--- config.mk ---
export PLATFORM = sky130hd
export DESIGN_NAME = banner_scroll_ctrl
export DESIGN_NICKNAME = d
export VERILOG_FILES = /design/src/rtl/banner_scroll_ctrl.sv
export SDC_FILE = /design/constraint.sdc
export NUM_CORES = 1
export LEC_CHECK = 0
export CAP_MARGIN = 20
export CELL_PAD_IN_SITES_DETAIL_PLACEMENT = 0
export CELL_PAD_IN_SITES_GLOBAL_PLACEMENT = 2
export CORE_AREA = 2 2 187 189
export CTS_BUF_LIST = sky130_fd_sc_hd__clkbuf_16
export CTS_CLUSTER_SIZE = 28
export DETAILED_ROUTE_END_ITERATION = 8
export DIE_AREA = 0 0 189 191
export PLACE_DENSITY_LB_ADDON = 0.1
export REMOVE_ABC_BUFFERS = 1
export SYNTH_ARGS = -nofsm -noshare
export SYNTH_HDL_FRONTEND = slang
export SYNTH_SLANG_ARGS = --single-unit
--- constraint.sdc ---
create_clock -name clk -period 16.8 [get_ports clk]
set_clock_uncertainty 0.2 [all_clocks]
set_input_delay 1.68 -clock clk [delete_from_list [all_inputs] [get_ports clk]]
set_output_delay 1.68 -clock clk [all_outputs]
set_load 0.02 [all_outputs]
--- src/rtl/banner_scroll_ctrl.sv ---
// banner_scroll_ctrl: collects ASCII digits into a banner buffer and scrolls
// them across an N_DIGITS-wide BCD display on each tick, driven by one-byte
// commands (w = write, digits, s = start/resume, p = pause, l/r = direction).
module banner_scroll_ctrl #(
    parameter int N_DIGITS  = 6,
    parameter int BUF_DEPTH = 16
) (
    input  logic                  clk,
    input  logic                  reset,
    input  logic [7:0]            rx_data,
    input  logic                  rx_valid,
    input  logic                  tick,
    output logic [4*N_DIGITS-1:0] bcd_set,
    output logic                  banner_write,
    output logic                  overflow,
    output logic                  cmd_err
);

    localparam int PTR_W = (BUF_DEPTH > 1) ? $clog2(BUF_DEPTH) : 1;
    localparam int LEN_W = PTR_W + 1;
    localparam logic [LEN_W-1:0] LEN_FULL = LEN_W'(BUF_DEPTH);
    localparam logic [3:0] BLANK = 4'hF;

    typedef enum logic [1:0] {
        ST_IDLE  = 2'd0,
        ST_WRITE = 2'd1,
        ST_RUN   = 2'd2,
        ST_PAUSE = 2'd3
    } state_t;

    // dir encoding: 0 = LEFT (ptr increments), 1 = RIGHT (ptr decrements)
    state_t             state_q, state_d;
    logic [LEN_W-1:0]   len_q, len_d;
    logic [PTR_W-1:0]   ptr_q, ptr_d;
    logic               dir_q, dir_d;
    logic [3:0]         disp_q [N_DIGITS];
    logic [3:0]         disp_d [N_DIGITS];
    logic               banner_write_q, banner_write_d;
    logic               overflow_q, overflow_d;
    logic               cmd_err_q, cmd_err_d;

    // Digit storage; contents past len are stale and are never displayed
    logic [3:0]         mem_q [BUF_DEPTH];
    logic               wr_en;
    logic [3:0]         wr_digit;

    // Command decode
    logic               is_digit, cmd_w, cmd_s, cmd_p, cmd_l, cmd_r;
    assign is_digit = (rx_data >= 8'h30) && (rx_data <= 8'h39);
    assign cmd_w    = (rx_data == 8'h77);
    assign cmd_s    = (rx_data == 8'h73);
    assign cmd_p    = (rx_data == 8'h70);
    assign cmd_l    = (rx_data == 8'h6C);
    assign cmd_r    = (rx_data == 8'h72);
    assign wr_digit = rx_data[3:0];

    // Next-state, pointer/length and next display contents
    always_comb begin : next_logic
        logic             tick_ok;
        logic             show_blank;
        logic             show_write;
        logic             show_run;
        logic [PTR_W-1:0] pos;
        int               idx;

        state_d        = state_q;
        len_d          = len_q;
        ptr_d          = ptr_q;
        dir_d          = dir_q;
        overflow_d     = 1'b0;
        cmd_err_d      = 1'b0;
        wr_en          = 1'b0;
        tick_ok        = tick && (state_q == ST_RUN);
        show_blank     = 1'b0;
        show_write     = 1'b0;
        show_run       = 1'b0;
        pos            = '0;
        idx            = 0;

        if (rx_valid) begin
            if (cmd_w) begin
                state_d    = ST_WRITE;
                len_d      = '0;
                ptr_d      = '0;
                show_blank = 1'b1;
                tick_ok    = 1'b0;
            end else if (is_digit) begin
                // A coincident tick survives only an ignored digit in RUN
                if (state_q == ST_WRITE) begin
                    if (len_q < LEN_FULL) begin
                        wr_en      = 1'b1;
                        len_d      = len_q + LEN_W'(1);
                        show_write = 1'b1;
                    end else begin
                        overflow_d = 1'b1;
                    end
                end else begin
                    cmd_err_d = 1'b1;
                end
            end else if (cmd_s) begin
                tick_ok = 1'b0;
                case (state_q)
                    ST_IDLE, ST_WRITE: begin
                        if (len_q != '0) begin
                            state_d  = ST_RUN;
                            ptr_d    = '0;
                            show_run = 1'b1;
                        end else begin
                            state_d    = ST_IDLE;
                            show_blank = 1'b1;
                            cmd_err_d  = 1'b1;
                        end
                    end
                    ST_PAUSE: state_d = ST_RUN;
                    default:  state_d = state_q;
                endcase
            end else if (cmd_p) begin
                tick_ok = 1'b0;
                if (state_q == ST_RUN) begin
                    state_d = ST_PAUSE;
                end else begin
                    cmd_err_d = 1'b1;
                end
            end else if (cmd_l) begin
                dir_d = 1'b0;
            end else if (cmd_r) begin
                dir_d = 1'b1;
            end else begin
                tick_ok   = 1'b0;
                cmd_err_d = 1'b1;
            end
        end

        // Scroll step uses the direction in force before this cycle's command
        if (tick_ok) begin
            show_run = 1'b1;
            if (dir_q == 1'b0) begin
                ptr_d = (({1'b0, ptr_q} + LEN_W'(1)) == len_q) ? '0 : ptr_q + PTR_W'(1);
            end else begin
                ptr_d = (ptr_q == '0) ? PTR_W'(len_q - LEN_W'(1)) : ptr_q - PTR_W'(1);
            end
        end

        // Display: hold by default; blank, right-aligned write view, or run window
        pos = ptr_d;
        for (int k = 0; k < N_DIGITS; k++) begin
            disp_d[k] = disp_q[k];
            if (show_blank) begin
                disp_d[k] = BLANK;
            end else if (show_write) begin
                // k counts from the left, so the rightmost slot shows digit len-1
                idx = int'(len_d) - N_DIGITS + k;
                if (idx >= 0) begin
                    disp_d[k] = (wr_en && (idx == int'(len_q))) ? wr_digit
                                                                 : mem_q[idx[PTR_W-1:0]];
                end else begin
                    disp_d[k] = BLANK;
                end
            end else if (show_run) begin
                // Wrap on len so short banners repeat across the window
                disp_d[k] = mem_q[pos];
                pos = (({1'b0, pos} + LEN_W'(1)) == len_d) ? '0 : pos + PTR_W'(1);
            end
        end

        banner_write_d = (state_d == ST_WRITE);
    end

    // State, pointer, display and strobe registers
    always_ff @(posedge clk) begin
        if (reset) begin
            state_q        <= ST_IDLE;
            len_q          <= '0;
            ptr_q          <= '0;
            dir_q          <= 1'b0;
            banner_write_q <= 1'b0;
            overflow_q     <= 1'b0;
            cmd_err_q      <= 1'b0;
            for (int k = 0; k < N_DIGITS; k++) begin
                disp_q[k] <= BLANK;
            end
        end else begin
            state_q        <= state_d;
            len_q          <= len_d;
            ptr_q          <= ptr_d;
            dir_q          <= dir_d;
            banner_write_q <= banner_write_d;
            overflow_q     <= overflow_d;
            cmd_err_q      <= cmd_err_d;
            for (int k = 0; k < N_DIGITS; k++) begin
                disp_q[k] <= disp_d[k];
            end
        end
    end

    // Digit storage write port; reset leaves contents alone since len goes to 0
    always_ff @(posedge clk) begin
        if (wr_en) begin
            mem_q[len_q[PTR_W-1:0]] <= wr_digit;
        end
    end

    // Pack display slots; slot 0 is the leftmost (top) nibble
    generate
        for (genvar gi = 0; gi < N_DIGITS; gi++) begin : g_pack
            assign bcd_set[4*(N_DIGITS-1-gi) +: 4] = disp_q[gi];
        end
    endgenerate

    assign banner_write = banner_write_q;
    assign overflow     = overflow_q;
    assign cmd_err      = cmd_err_q;

endmodule

==> results.toml <==
[run_status]
outcome = "finished, final reports clean"

[cells_and_area]
final_nets = 1614
instances_no_fill = 2041
final_common_cell = "nand2_1"
drive_gt1_share_pct = 14.00
final_cell_mix = "nand2_1, mux2i_1, nor2_1"
fillers = 3507
area_growth_pct = 7.379
antenna_cells = 0

[clocking]
cts_setup_buffers = 0
clkLatencyLatePin_ns = 0.39
hold_buffers = 0
cts_buffers = 9
ctsResizeCount = 0
h-tree-depth = 3
cts_tree = "built"
clk_pin_slew_ns = 0.09
cts_buffer_depth = 2
cts-root-buf = "clkbuf_16"
clock_sinks = 103

[power_and_ir_drop]
p_switching_mw = 0.1383
leakage_nw = 4.987
internal_power_mw = 0.3806
vdd_drop_max_v = 0.00008157
pwr-share-seq_pct = 51.6
power.clock.fraction_pct = 45.2
p_comb_share_pct = 3.2
p_sw_share_pct = 26.65
fin_total_pwr_mw = 0.5189
powerDensity_nw_per_um2 = 36.87

[sta]
rsz0062_at_grt = "no"
worst_slew_pin_slew_ns = 1.093
fmax_ghz = 0.06588
setup_viol = 0
final_max_slew_viol_count = 0
slew_headroom_pct = 26.44
period_share_pct = 90.35
hold_viol = 0
min_period_ns = 15.18

[critical_path]
critPathLaunchType = "input pin"
cp-startpoint = "rx_data[2]"
rrSetupSlack_ns = 2.68
crit_slowest_cell = "inv_1"
endpoint_kind = "register"
cp.required_ns = 16.88
cpMostUsedCell = "buf_4"
r2r-start = "len_q[1]"
critPathArrivalTime_ns = 15.26
critPathCapture = "disp_q[5][0]"
r2r_cells = 48
cpPeakStageDelay_ns = 0.66
crit_path_max_fanout = 34
critical_path_class = "in2reg"
worstReg2RegEnd = "disp_q[5][0]"

[placed_design]
io_buffers = 38
dp_hpwl_um = 42600
dp.cells = 2023
place_congestion = 0.9635

[global_route]
grt.overflow.total = 0
antenna_found_initial = 1
track_usage_pct = 35.73
grt_pass1_vias = 12610
grt_pass1_wl_um = 93070
grt_max_degree = 49

[yosys]
ys_ff_latch = 103
synth_edf_count = 64
synth_flop_cell = "edfxtp_1"
ys_types = 108
synth_async_sr_flop_share_pct = 0
synthCells = 1669
syn_area_um2 = 13110
yosysSeqAreaShare_pct = 20.62
postSynthAreaPerCell_um2 = 7.853
ys_warn_count = 0

[hold_path]
hold_path.class = "reg2reg"
hp-start = "disp_q[2][0]"

[job]
drv_cap = 0

[detailed_routing]
vias = 13710
drt_wl_total_um = 64970
drc = 0
routedWlPerCell_um = 31.83
antenna_left = 0
firstDrtPassIters = 5
drtIter0Drc = 1956
vias_per_cell = 6.719

[floorplan]
fp.dieW_um = 189
core_area_um2 = 34120
boundaryPins = 39
die_area_um2 = 36100
num_rows = 68
dieHeight_um = 191
initial_core_util_pct = 38.41
flip-flops by register name, indices dropped and copies added (netlist names):
| name | cells |
|---|---|
| state_q | 2 |
| disp_q | 24 |
| ptr_q | 4 |
| cmd_err | 1 |
| banner_write | 1 |
| len_q | 5 |
| mem_q | 64 |
| dir_q | 1 |
| overflow | 1 |
cell usage after synthesis, drive strengths merged, types with 5 or more instances:
| library cell | count | area (um^2) |
|---|---|---|
| or3 | 10 | 67.56 |
| a211oi | 57 | 445.4 |
| a21oi | 70 | 380.4 |
| and4 | 8 | 72.57 |
| a311o | 5 | 50.05 |
| a2111oi | 8 | 101.4 |
| o21ai | 59 | 299.0 |
| xor2 | 11 | 96.34 |
| nor3b | 10 | 80.07 |
| o311ai | 12 | 120.1 |
| a31oi | 50 | 340.3 |
| nand3 | 78 | 407.9 |
| a21o | 8 | 60.06 |
| mux2i | 115 | 1151 |
| o31ai | 15 | 131.4 |
| a311oi | 10 | 105.1 |
| ha | 21 | 262.8 |
| inv | 22 | 82.57 |
| nor3 | 23 | 120.1 |
| and3 | 55 | 344.1 |
| o211ai | 43 | 355.3 |
| nor4 | 13 | 93.84 |
| and2 | 18 | 112.6 |
| o2111ai | 7 | 61.31 |
| dfxtp | 39 | 780.8 |
| clkbuf | 141 | 530.5 |
| edfxtp | 64 | 1922 |
| mux2 | 43 | 484.2 |
| nor2 | 92 | 355.3 |
| nand2 | 345 | 1298 |
| mux4 | 45 | 1013 |
| xnor2 | 38 | 340.3 |
| buf | 55 | 296.5 |
power groups by stage:
stage	registers [mW]	logic [mW]	clock network (mW)
after global placement	0.274	0.0162	0
after detailed placement	0.274	0.0163	0
after CTS	0.268	0.0164	0.236
after global routing	0.268	0.0174	0.244
after floorplan	0.274	0.00434	0
final	0.268	0.0166	0.234
worst min-delay path by stage:
stage | depth (start not counted) | end | slack, ns
floorplan | 2 | state_q[1] | 0.33
global placement | 2 | disp_q[2][3] | 0.27
detailed placement | 2 | disp_q[2][0] | 0.28
CTS | 2 | disp_q[2][0] | 0.30
global route | 2 | disp_q[0][0] | 0.33
finish | 2 | disp_q[2][0] | 0.29
per-layer routing:
layer / vias to the layer above / track usage, % / part of all wire (%)
li1: 5995 / - / -
met1: 6622 / 48.83 / 42
met2: 887 / 53.59 / 42
met3: 210 / 6.683 / 10
met4: 0 / 18.42 / 6.0
met5: - / 0 / 0
cell type report:
| cell class | count | area [um^2] | share of cell area, % |
|---|---|---|---|
| clock inverters | 7 | 80.08 | 0.5690 |
| multi-input cells | 1346 | 9563 | 67.95 |
| inverters | 24 | 90.09 | 0.6401 |
| clock buffers | 9 | 225.2 | 1.600 |
| well taps | 455 | 569.3 | 4.045 |
| flip-flops and latches | 103 | 2703 | 19.20 |
| repair buffers | 97 | 843.3 | 5.992 |
logic make-up (layout without fill, tap and decap cells):
group                      Yosys count  count (layout)  share of synthesized area (%)
AOI/OAI and AO/OA                  385             385                          21.74
xor gates and xnor gates            52              52                          3.847
adders and majority gates           21              21                          2.005
buffers and inverters              220             137                          6.997
DFF                                103             103                          20.62
muxes                              203             203                          20.21
and+or+nand+nor                    685             685                          24.58
critical path, delay by kind of cell:
family	cells	cell delay [ns]
adders and majority gates	5	1.81
AOI/OAI and AO/OA	21	5.76
and+or+nand+nor	9	2.28
xor gates and xnor gates	2	0.29
buffers and inverters	11	3.37
per-stage QoR:
step	cell area, um^2	setup slack [ns]	hold slack (ns)	util (%)	TNS [ns]
6_report	14070	1.622	0.2925	41.25	0
5_1_grt	14070	0.7009	0.3309	41.25	0
4_1_cts	14040	1.728	0.3009	41.15	0
3_5_place_dp	13730	1.344	0.2783	40.25	0
3_3_place_gp	13730	1.543	0.2706	40.25	0
2_1_floorplan	12280	-1.795	0.3309	-	-6.828
No activity file was read; power rests on OpenSTA's default activity.
